**config.mk**
```make
export PLATFORM = sky130hd
export DESIGN_NAME = spimemio_cfg_sequencer
export DESIGN_NICKNAME = d
export VERILOG_FILES = /design/src/rtl/spimemio_cfg_sequencer.sv
export SDC_FILE = /design/constraint.sdc
export NUM_CORES = 1
export LEC_CHECK = 0
export ABC_AREA = 1
export CAP_MARGIN = 15
export CORE_AREA = 4 4 103 105
export DETAILED_ROUTE_END_ITERATION = 8
export DIE_AREA = 0 0 107 109
export HOLD_SLACK_MARGIN = 0.08
export PLACE_DENSITY = 0.8
export SLEW_MARGIN = 20
export SYNTH_ARGS = -nofsm -noshare
export SYNTH_HDL_FRONTEND = slang
export SYNTH_SLANG_ARGS = --single-unit
```
**constraint.sdc**
```tcl
create_clock -name clk -period 2.3 [get_ports clk]
set_clock_uncertainty 0.1 [all_clocks]
set_input_delay 0.23 -clock clk [delete_from_list [all_inputs] [get_ports clk]]
set_output_delay 0.23 -clock clk [all_outputs]
set_load 0.01 [all_outputs]
```
**src/rtl/spimemio_cfg_sequencer.sv**
```systemverilog
// -----------------------------------------------------------------------------
// spimemio_cfg_sequencer
//
// Issues a complete single-lane SPI flash command (opcode followed by 0-4 data
// bytes) by bit-banging csb/clk/do through writes to the spimemio configuration
// register. The cfgreg write port is shared between CPU bus writes (forwarded
// while idle) and the sequencer's own writes. Memory-mapped mode is restored
// from a shadow copy of the enable bit when the sequence completes.
//
// cfgreg fields driven: [31] mm enable, [11:8] oe, [5] csb, [4] clk, [3:0] do.
//
// Ports:
//   clk         system clock
//   resetn      asynchronous active-low reset
//   bus_we      CPU byte write strobes to cfgreg
//   bus_di      CPU write data
//   bus_err     one-cycle pulse, CPU write dropped while busy
//   cmd_valid   command request
//   cmd_ready   command can be accepted this cycle (idle, no bus write)
//   cmd_byte    SPI opcode
//   cmd_nbytes  number of data bytes after the opcode (clamped to 4)
//   cmd_data    data bytes, sent MSB first from [31:24]
//   busy        sequence in progress
//   done        one-cycle pulse in the cycle after the restore write
//   cfgreg_we   registered byte strobes to spimemio
//   cfgreg_di   registered data to spimemio
//
// State table:
//   state      | meaning
//   -----------+--------------------------------------------------------------
//   S_IDLE     | forward bus writes, accept commands
//   S_DIS      | cfgreg[31]=0 written (memory-mapped mode off)
//   S_CS_LO    | csb low, clk low, oe on, do 0
//   S_SHIFT_LO | current bit on do with clk low, held CLK_DIV cycles
//   S_SHIFT_HI | same bit with clk high, held CLK_DIV cycles
//   S_CS_HI    | csb high, oe off
//   S_RESTORE  | cfgreg[31] written back from the shadow enable
// -----------------------------------------------------------------------------
module spimemio_cfg_sequencer #(
    parameter int CLK_DIV = 2
) (
    input  logic        clk,
    input  logic        resetn,
    input  logic [3:0]  bus_we,
    input  logic [31:0] bus_di,
    output logic        bus_err,
    input  logic        cmd_valid,
    output logic        cmd_ready,
    input  logic [7:0]  cmd_byte,
    input  logic [2:0]  cmd_nbytes,
    input  logic [31:0] cmd_data,
    output logic        busy,
    output logic        done,
    output logic [3:0]  cfgreg_we,
    output logic [31:0] cfgreg_di
);

    typedef enum logic [2:0] {
        S_IDLE,
        S_DIS,
        S_CS_LO,
        S_SHIFT_LO,
        S_SHIFT_HI,
        S_CS_HI,
        S_RESTORE
    } state_t;

    // Each shift state lasts CLK_DIV cycles including its write cycle, so the
    // down-counter starts at CLK_DIV-1 and the state ends at terminal count 0.
    localparam logic [7:0] HOLD_INIT = 8'(CLK_DIV - 1);

    localparam logic [3:0]  WE_EN    = 4'b1000;
    localparam logic [3:0]  WE_PINS  = 4'b0011;
    localparam logic [31:0] DI_CS_LO = 32'h0000_0100;
    localparam logic [31:0] DI_CS_HI = 32'h0000_0020;

    state_t      r_state;
    state_t      w_state_nxt;

    logic [39:0] r_shift;
    logic [5:0]  r_bits;
    logic [7:0]  r_hold;
    logic        r_shadow_en;

    logic [3:0]  r_cfgreg_we;
    logic [31:0] r_cfgreg_di;
    logic        r_done;
    logic        r_bus_err;

    logic        w_bus_req;
    logic        w_accept;
    logic [2:0]  w_nbytes;
    logic [5:0]  w_bits_init;

    logic        w_wr_en;
    logic [3:0]  w_wr_we;
    logic [31:0] w_wr_di;
    logic        w_load_hold;
    logic        w_hold_dec;
    logic        w_shift_adv;

    // Pin word for a shift write: oe=0001, csb=0, clk=sck, do={3'b0,b}.
    function automatic logic [31:0] f_shift_word(input logic sck, input logic b);
        return {20'b0, 4'b0001, 2'b00, 1'b0, sck, 3'b000, b};
    endfunction

    assign w_bus_req   = |bus_we;
    assign cmd_ready   = (r_state == S_IDLE) && !w_bus_req;
    assign w_accept    = cmd_ready && cmd_valid;
    assign w_nbytes    = (cmd_nbytes > 3'd4) ? 3'd4 : cmd_nbytes;
    assign w_bits_init = {w_nbytes, 3'b000} + 6'd8;

    // The write that belongs to a state is computed on the transition into it
    // and registered, so it is visible in the first cycle of that state.
    always_comb begin
        w_state_nxt = r_state;
        w_wr_en     = 1'b0;
        w_wr_we     = 4'b0000;
        w_wr_di     = 32'h0000_0000;
        w_load_hold = 1'b0;
        w_hold_dec  = 1'b0;
        w_shift_adv = 1'b0;

        case (r_state)
            S_IDLE: begin
                if (w_bus_req) begin
                    w_wr_en = 1'b1;
                    w_wr_we = bus_we;
                    w_wr_di = bus_di;
                end else if (cmd_valid) begin
                    w_state_nxt = S_DIS;
                    w_wr_en     = 1'b1;
                    w_wr_we     = WE_EN;
                    w_wr_di     = 32'h0000_0000;
                end
            end

            S_DIS: begin
                w_state_nxt = S_CS_LO;
                w_wr_en     = 1'b1;
                w_wr_we     = WE_PINS;
                w_wr_di     = DI_CS_LO;
            end

            S_CS_LO: begin
                w_state_nxt = S_SHIFT_LO;
                w_wr_en     = 1'b1;
                w_wr_we     = WE_PINS;
                w_wr_di     = f_shift_word(1'b0, r_shift[39]);
                w_load_hold = 1'b1;
            end

            S_SHIFT_LO: begin
                if (r_hold == 8'd0) begin
                    w_state_nxt = S_SHIFT_HI;
                    w_wr_en     = 1'b1;
                    w_wr_we     = WE_PINS;
                    w_wr_di     = f_shift_word(1'b1, r_shift[39]);
                    w_load_hold = 1'b1;
                end else begin
                    w_hold_dec = 1'b1;
                end
            end

            S_SHIFT_HI: begin
                if (r_hold == 8'd0) begin
                    w_shift_adv = 1'b1;
                    w_wr_en     = 1'b1;
                    w_wr_we     = WE_PINS;
                    // r_bits counts the bit on the wire too; one left means
                    // this was the last bit.
                    if (r_bits <= 6'd1) begin
                        w_state_nxt = S_CS_HI;
                        w_wr_di     = DI_CS_HI;
                    end else begin
                        w_state_nxt = S_SHIFT_LO;
                        w_wr_di     = f_shift_word(1'b0, r_shift[38]);
                        w_load_hold = 1'b1;
                    end
                end else begin
                    w_hold_dec = 1'b1;
                end
            end

            S_CS_HI: begin
                w_state_nxt = S_RESTORE;
                w_wr_en     = 1'b1;
                w_wr_we     = WE_EN;
                w_wr_di     = {r_shadow_en, 31'b0};
            end

            S_RESTORE: begin
                w_state_nxt = S_IDLE;
            end

            default: begin
                w_state_nxt = S_IDLE;
            end
        endcase
    end

    always_ff @(posedge clk or negedge resetn) begin
        if (!resetn) begin
            r_state <= S_IDLE;
        end else begin
            r_state <= w_state_nxt;
        end
    end

    always_ff @(posedge clk or negedge resetn) begin
        if (!resetn) begin
            r_cfgreg_we <= 4'b0000;
            r_cfgreg_di <= 32'h0000_0000;
            r_done      <= 1'b0;
            r_bus_err   <= 1'b0;
            r_shadow_en <= 1'b1;
            r_shift     <= 40'h0;
            r_bits      <= 6'd0;
            r_hold      <= 8'd0;
        end else begin
            r_cfgreg_we <= w_wr_en ? w_wr_we : 4'b0000;
            if (w_wr_en) begin
                r_cfgreg_di <= w_wr_di;
            end

            r_done    <= (r_state == S_RESTORE);
            r_bus_err <= (r_state != S_IDLE) && w_bus_req;

            // Only forwarded bus writes update the shadow; dropped ones do not.
            if ((r_state == S_IDLE) && bus_we[3]) begin
                r_shadow_en <= bus_di[31];
            end

            // Unused data bits beyond the clamped count are never shifted out.
            if (w_accept) begin
                r_shift <= {cmd_byte, cmd_data};
                r_bits  <= w_bits_init;
            end else if (w_shift_adv) begin
                r_shift <= {r_shift[38:0], 1'b0};
                if (r_bits != 6'd0) begin
                    r_bits <= r_bits - 6'd1;
                end
            end

            if (w_load_hold) begin
                r_hold <= HOLD_INIT;
            end else if (w_hold_dec) begin
                r_hold <= r_hold - 8'd1;
            end
        end
    end

    assign busy      = (r_state != S_IDLE);
    assign done      = r_done;
    assign bus_err   = r_bus_err;
    assign cfgreg_we = r_cfgreg_we;
    assign cfgreg_di = r_cfgreg_di;

endmodule

```
==> impl_metrics.tcl <==
set metrics [dict create \
    status "completed" \
    ys.flop_type "dfrtp_1" \
    gp_congestion 0.881 \
    hold_path.class "input pin to async pin" \
    rsz0062_at_grt "false" \
    area_delta_synth_final_pct 33.5 \
    antenna_found_initial 0 \
    criticalPathCategory "register to output pin" \
    crit_fanout 9 \
    antenna_left 0 \
    yosysMostFrequentCell "nand2_1" \
    routed_via_density 5.04 \
    max_stage_delay_ps 530 \
    reg2reg_setup_slack_ps 280 \
    grt_use_total_pct 20.0 \
    critPathSlowestCell "clkdlybuf4s50_1" \
    crit_end "busy" \
    grt_pass1_vias 4163 \
    post_cts_buffers 0 \
    cts_sinks 96 \
    crit_buf_inv 1 \
    place_hpwl_um 8530 \
    die-area_um2 11700 \
    remaining_drc_errors 0 \
    synth-seq-cells 96 \
    slew_viol_final 0 \
    drv_cap 0 \
    clk_pin_slew_worst_paths_ps 100 \
    ir_drop_uv 445 \
    cp_cell_sequence "nor2_2, nand2_4, clkdlybuf4s50_1" \
    synth_top_area_share_pct 50.5 \
    yosys-top-cells-area "dfrtp_1 (51%), nand2_1 (12%), o21ai_0 (5.4%)" \
    die_w_um 107 \
    r2r_start "r_state[1]" \
    core_um2 9640 \
    seqPwrFrac_pct 39.5 \
    crit_start "r_state[1]" \
    synth_area_um2 4700 \
    num_rows 36 \
    finalSetupTns_ps 0 \
    crit_arrival_ps 1690 \
    grt_pass1_wl_um 19000 \
    cp-start-kind "register" \
    async_flop_share_pct 100 \
    crit_cells 3 \
    synth_commonest_cells "nand2_1 (151), dfrtp_1 (95), nor2_1 (67), inv_1 (65), o21ai_0 (51)" \
    finalSetupViolations 0 \
    fin_nets 797 \
    period_minus_slack_ps 2020 \
    die_height_um 109 \
    required_ps 1970 \
    h-tree-depth 3 \
    numPortBuffers 121 \
    synth_cells 590 \
    drt_iter0_drc 171 \
    routed_wl_um 11500 \
    root_buffer "clkbuf_8" \
    antennaDiodeCount 0 \
    grt_max_degree 61 \
    switching_power_mw 2.95 \
    yosysWarningCount 0 \
    cts_tree "built" \
    initial_utilization_pct 48.8 \
    avgSynthCellArea_um2 7.97 \
    relSlewSlack_pct 56.1 \
    wl_per_cell_um 13.6 \
    max_freq_mhz 494 \
    drive_gt1_share_pct 7.84 \
    reg2regPathDepth 6 \
    numCtsBuffers 9 \
    io_pins 122 \
    internal_power_mw 4.39 \
    yosysSeqAreaShare_pct 51.1 \
    p_leak_nw 2.92 \
    reg2reg_to "cfgreg_di[20]" \
    worst_pin_slew_ps 658 \
    hold_viol_final 0 \
    clockBufferDepth 2 \
    fin_crit_sh_pct 88.0 \
    clk_latency_ps 370 \
    combPwrFrac_pct 45.2 \
    ys_types 35 \
    synthesis.nets 678 \
    grt-ovfl-total 0 \
    crit_path_end_kind "output pin" \
    crit_family "buffers and inverters" \
    clkPwrFrac_pct 15.3 \
    synth_area_leader_cell "dfrtp_1" \
    power_density_nw_per_um2 1170 \
    drt_pass1_iterations 5 \
    total_power_mw 7.34 \
    vias 4270 \
    swShare_pct 40.2 \
    synth-edff-count 0 \
]
## flip-flops by register name, summed over array words and instances, names as in the netlist
| register | count |
|---|---|
| cfgreg_di | 32 |
| r_shift | 40 |
| r_state | 3 |
| bus_err | 1 |
| cfgreg_we | 4 |
| done | 1 |
| r_shadow_en | 1 |
| r_hold | 8 |
| r_bits | 6 |
## power groups by stage
stage / Combinational (mW) / Clock [mW] / Sequential, mW
floorplan: 1.96 / 0 / 2.97
global placement: 3.21 / 0 / 2.89
detailed placement: 3.33 / 0 / 2.93
CTS: 3.35 / 1.13 / 2.89
global route: 3.75 / 1.20 / 2.99
finish: 3.32 / 1.12 / 2.90
## how the worst min path moves through the flow
stage                       from   endpoint  slack [ps]
after floorplan           resetn    bus_err        -170
after global placement    resetn  r_hold[4]         120
after detailed placement  resetn  r_hold[5]         130
after CTS                 resetn  r_hold[4]         290
after global routing      resetn  r_hold[4]         300
final                     resetn  r_hold[4]         260
## timing repair
item	4_1_cts	5_1_grt
setup endpoints to repair	0	1
hold buffers	1	0
endpoints found under the hold margin	36	0
resized for setup	0	1
## placed cells by master, fill, tap and decap left out, types with 3 or more instances in the layout
| master | n |
|---|---|
| nand4_1 | 6 |
| o21ai_1 | 17 |
| nand2_2 | 4 |
| nand3_1 | 27 |
| nand2_1 | 151 |
| clkbuf_8 | 9 |
| nand2_4 | 3 |
| buf_12 | 4 |
| ha_1 | 6 |
| o21ai_2 | 8 |
| inv_1 | 65 |
| nor2_2 | 4 |
| buf_4 | 5 |
| inv_2 | 6 |
| a21oi_1 | 37 |
| clkdlybuf4s50_1 | 119 |
| o21ai_0 | 51 |
| nor2_1 | 67 |
| dfrtp_1 | 95 |
## metrics by stage
| step | std cells | util [%] | instance area [um^2] | setup slack [ps] | hold slack (ps) |
|---|---|---|---|---|---|
| detailed placement | 830 | 63.0 | 6070 | 126 | 128 |
| floorplan | 590 | - | 4700 | 630 | -166 |
| global placement | 830 | 63.0 | 6070 | 164 | 123 |
| global route | 847 | 65.1 | 6280 | 109 | 304 |
| finish | 847 | 65.1 | 6280 | 277 | 261 |
| CTS | 847 | 65.1 | 6280 | 28.9 | 288 |
## layer usage
layer | global-route usage, % | routed length, um
met1 | 27.0 | 5100
met2 | 33.3 | 5520
met3 | 3.37 | 721
met4 | 6.39 | 194
met5 | 0 | 0
## cell families (layout without fill, tap and decap cells)
| kind of cell | after synthesis | count (layout) | synth area share, % |
|---|---|---|---|
| simple gates | 274 | 274 | 25.0 |
| compound gates | 116 | 116 | 13.1 |
| flops | 96 | 96 | 51.1 |
| buf+inv | 93 | 217 | 8.17 |
| fa+ha+maj | 6 | 6 | 1.60 |
| xor+xnor | 4 | 4 | 0.745 |
| mux | 1 | 1 | 0.239 |
## final cells by class
class | instances | area [um^2]
Fill cell | 831 | 3360
Multi-Input combinational cell | 401 | 1920
Inverter | 71 | 267
Timing Repair Buffer | 130 | 1330
Clock inverter | 6 | 67.6
Tap cell | 133 | 166
Clock buffer | 10 | 128
Sequential cell | 96 | 2400
## worst register-to-register path, cell delays in order (launching register included)
cell and delay (ps):
dfrtp_1 450, nor2_2 210, nand2_4 150, nor2_2 560, buf_4 330, nand2_1 80
o21ai_0 80
No activity file was read; power rests on OpenSTA's default activity.
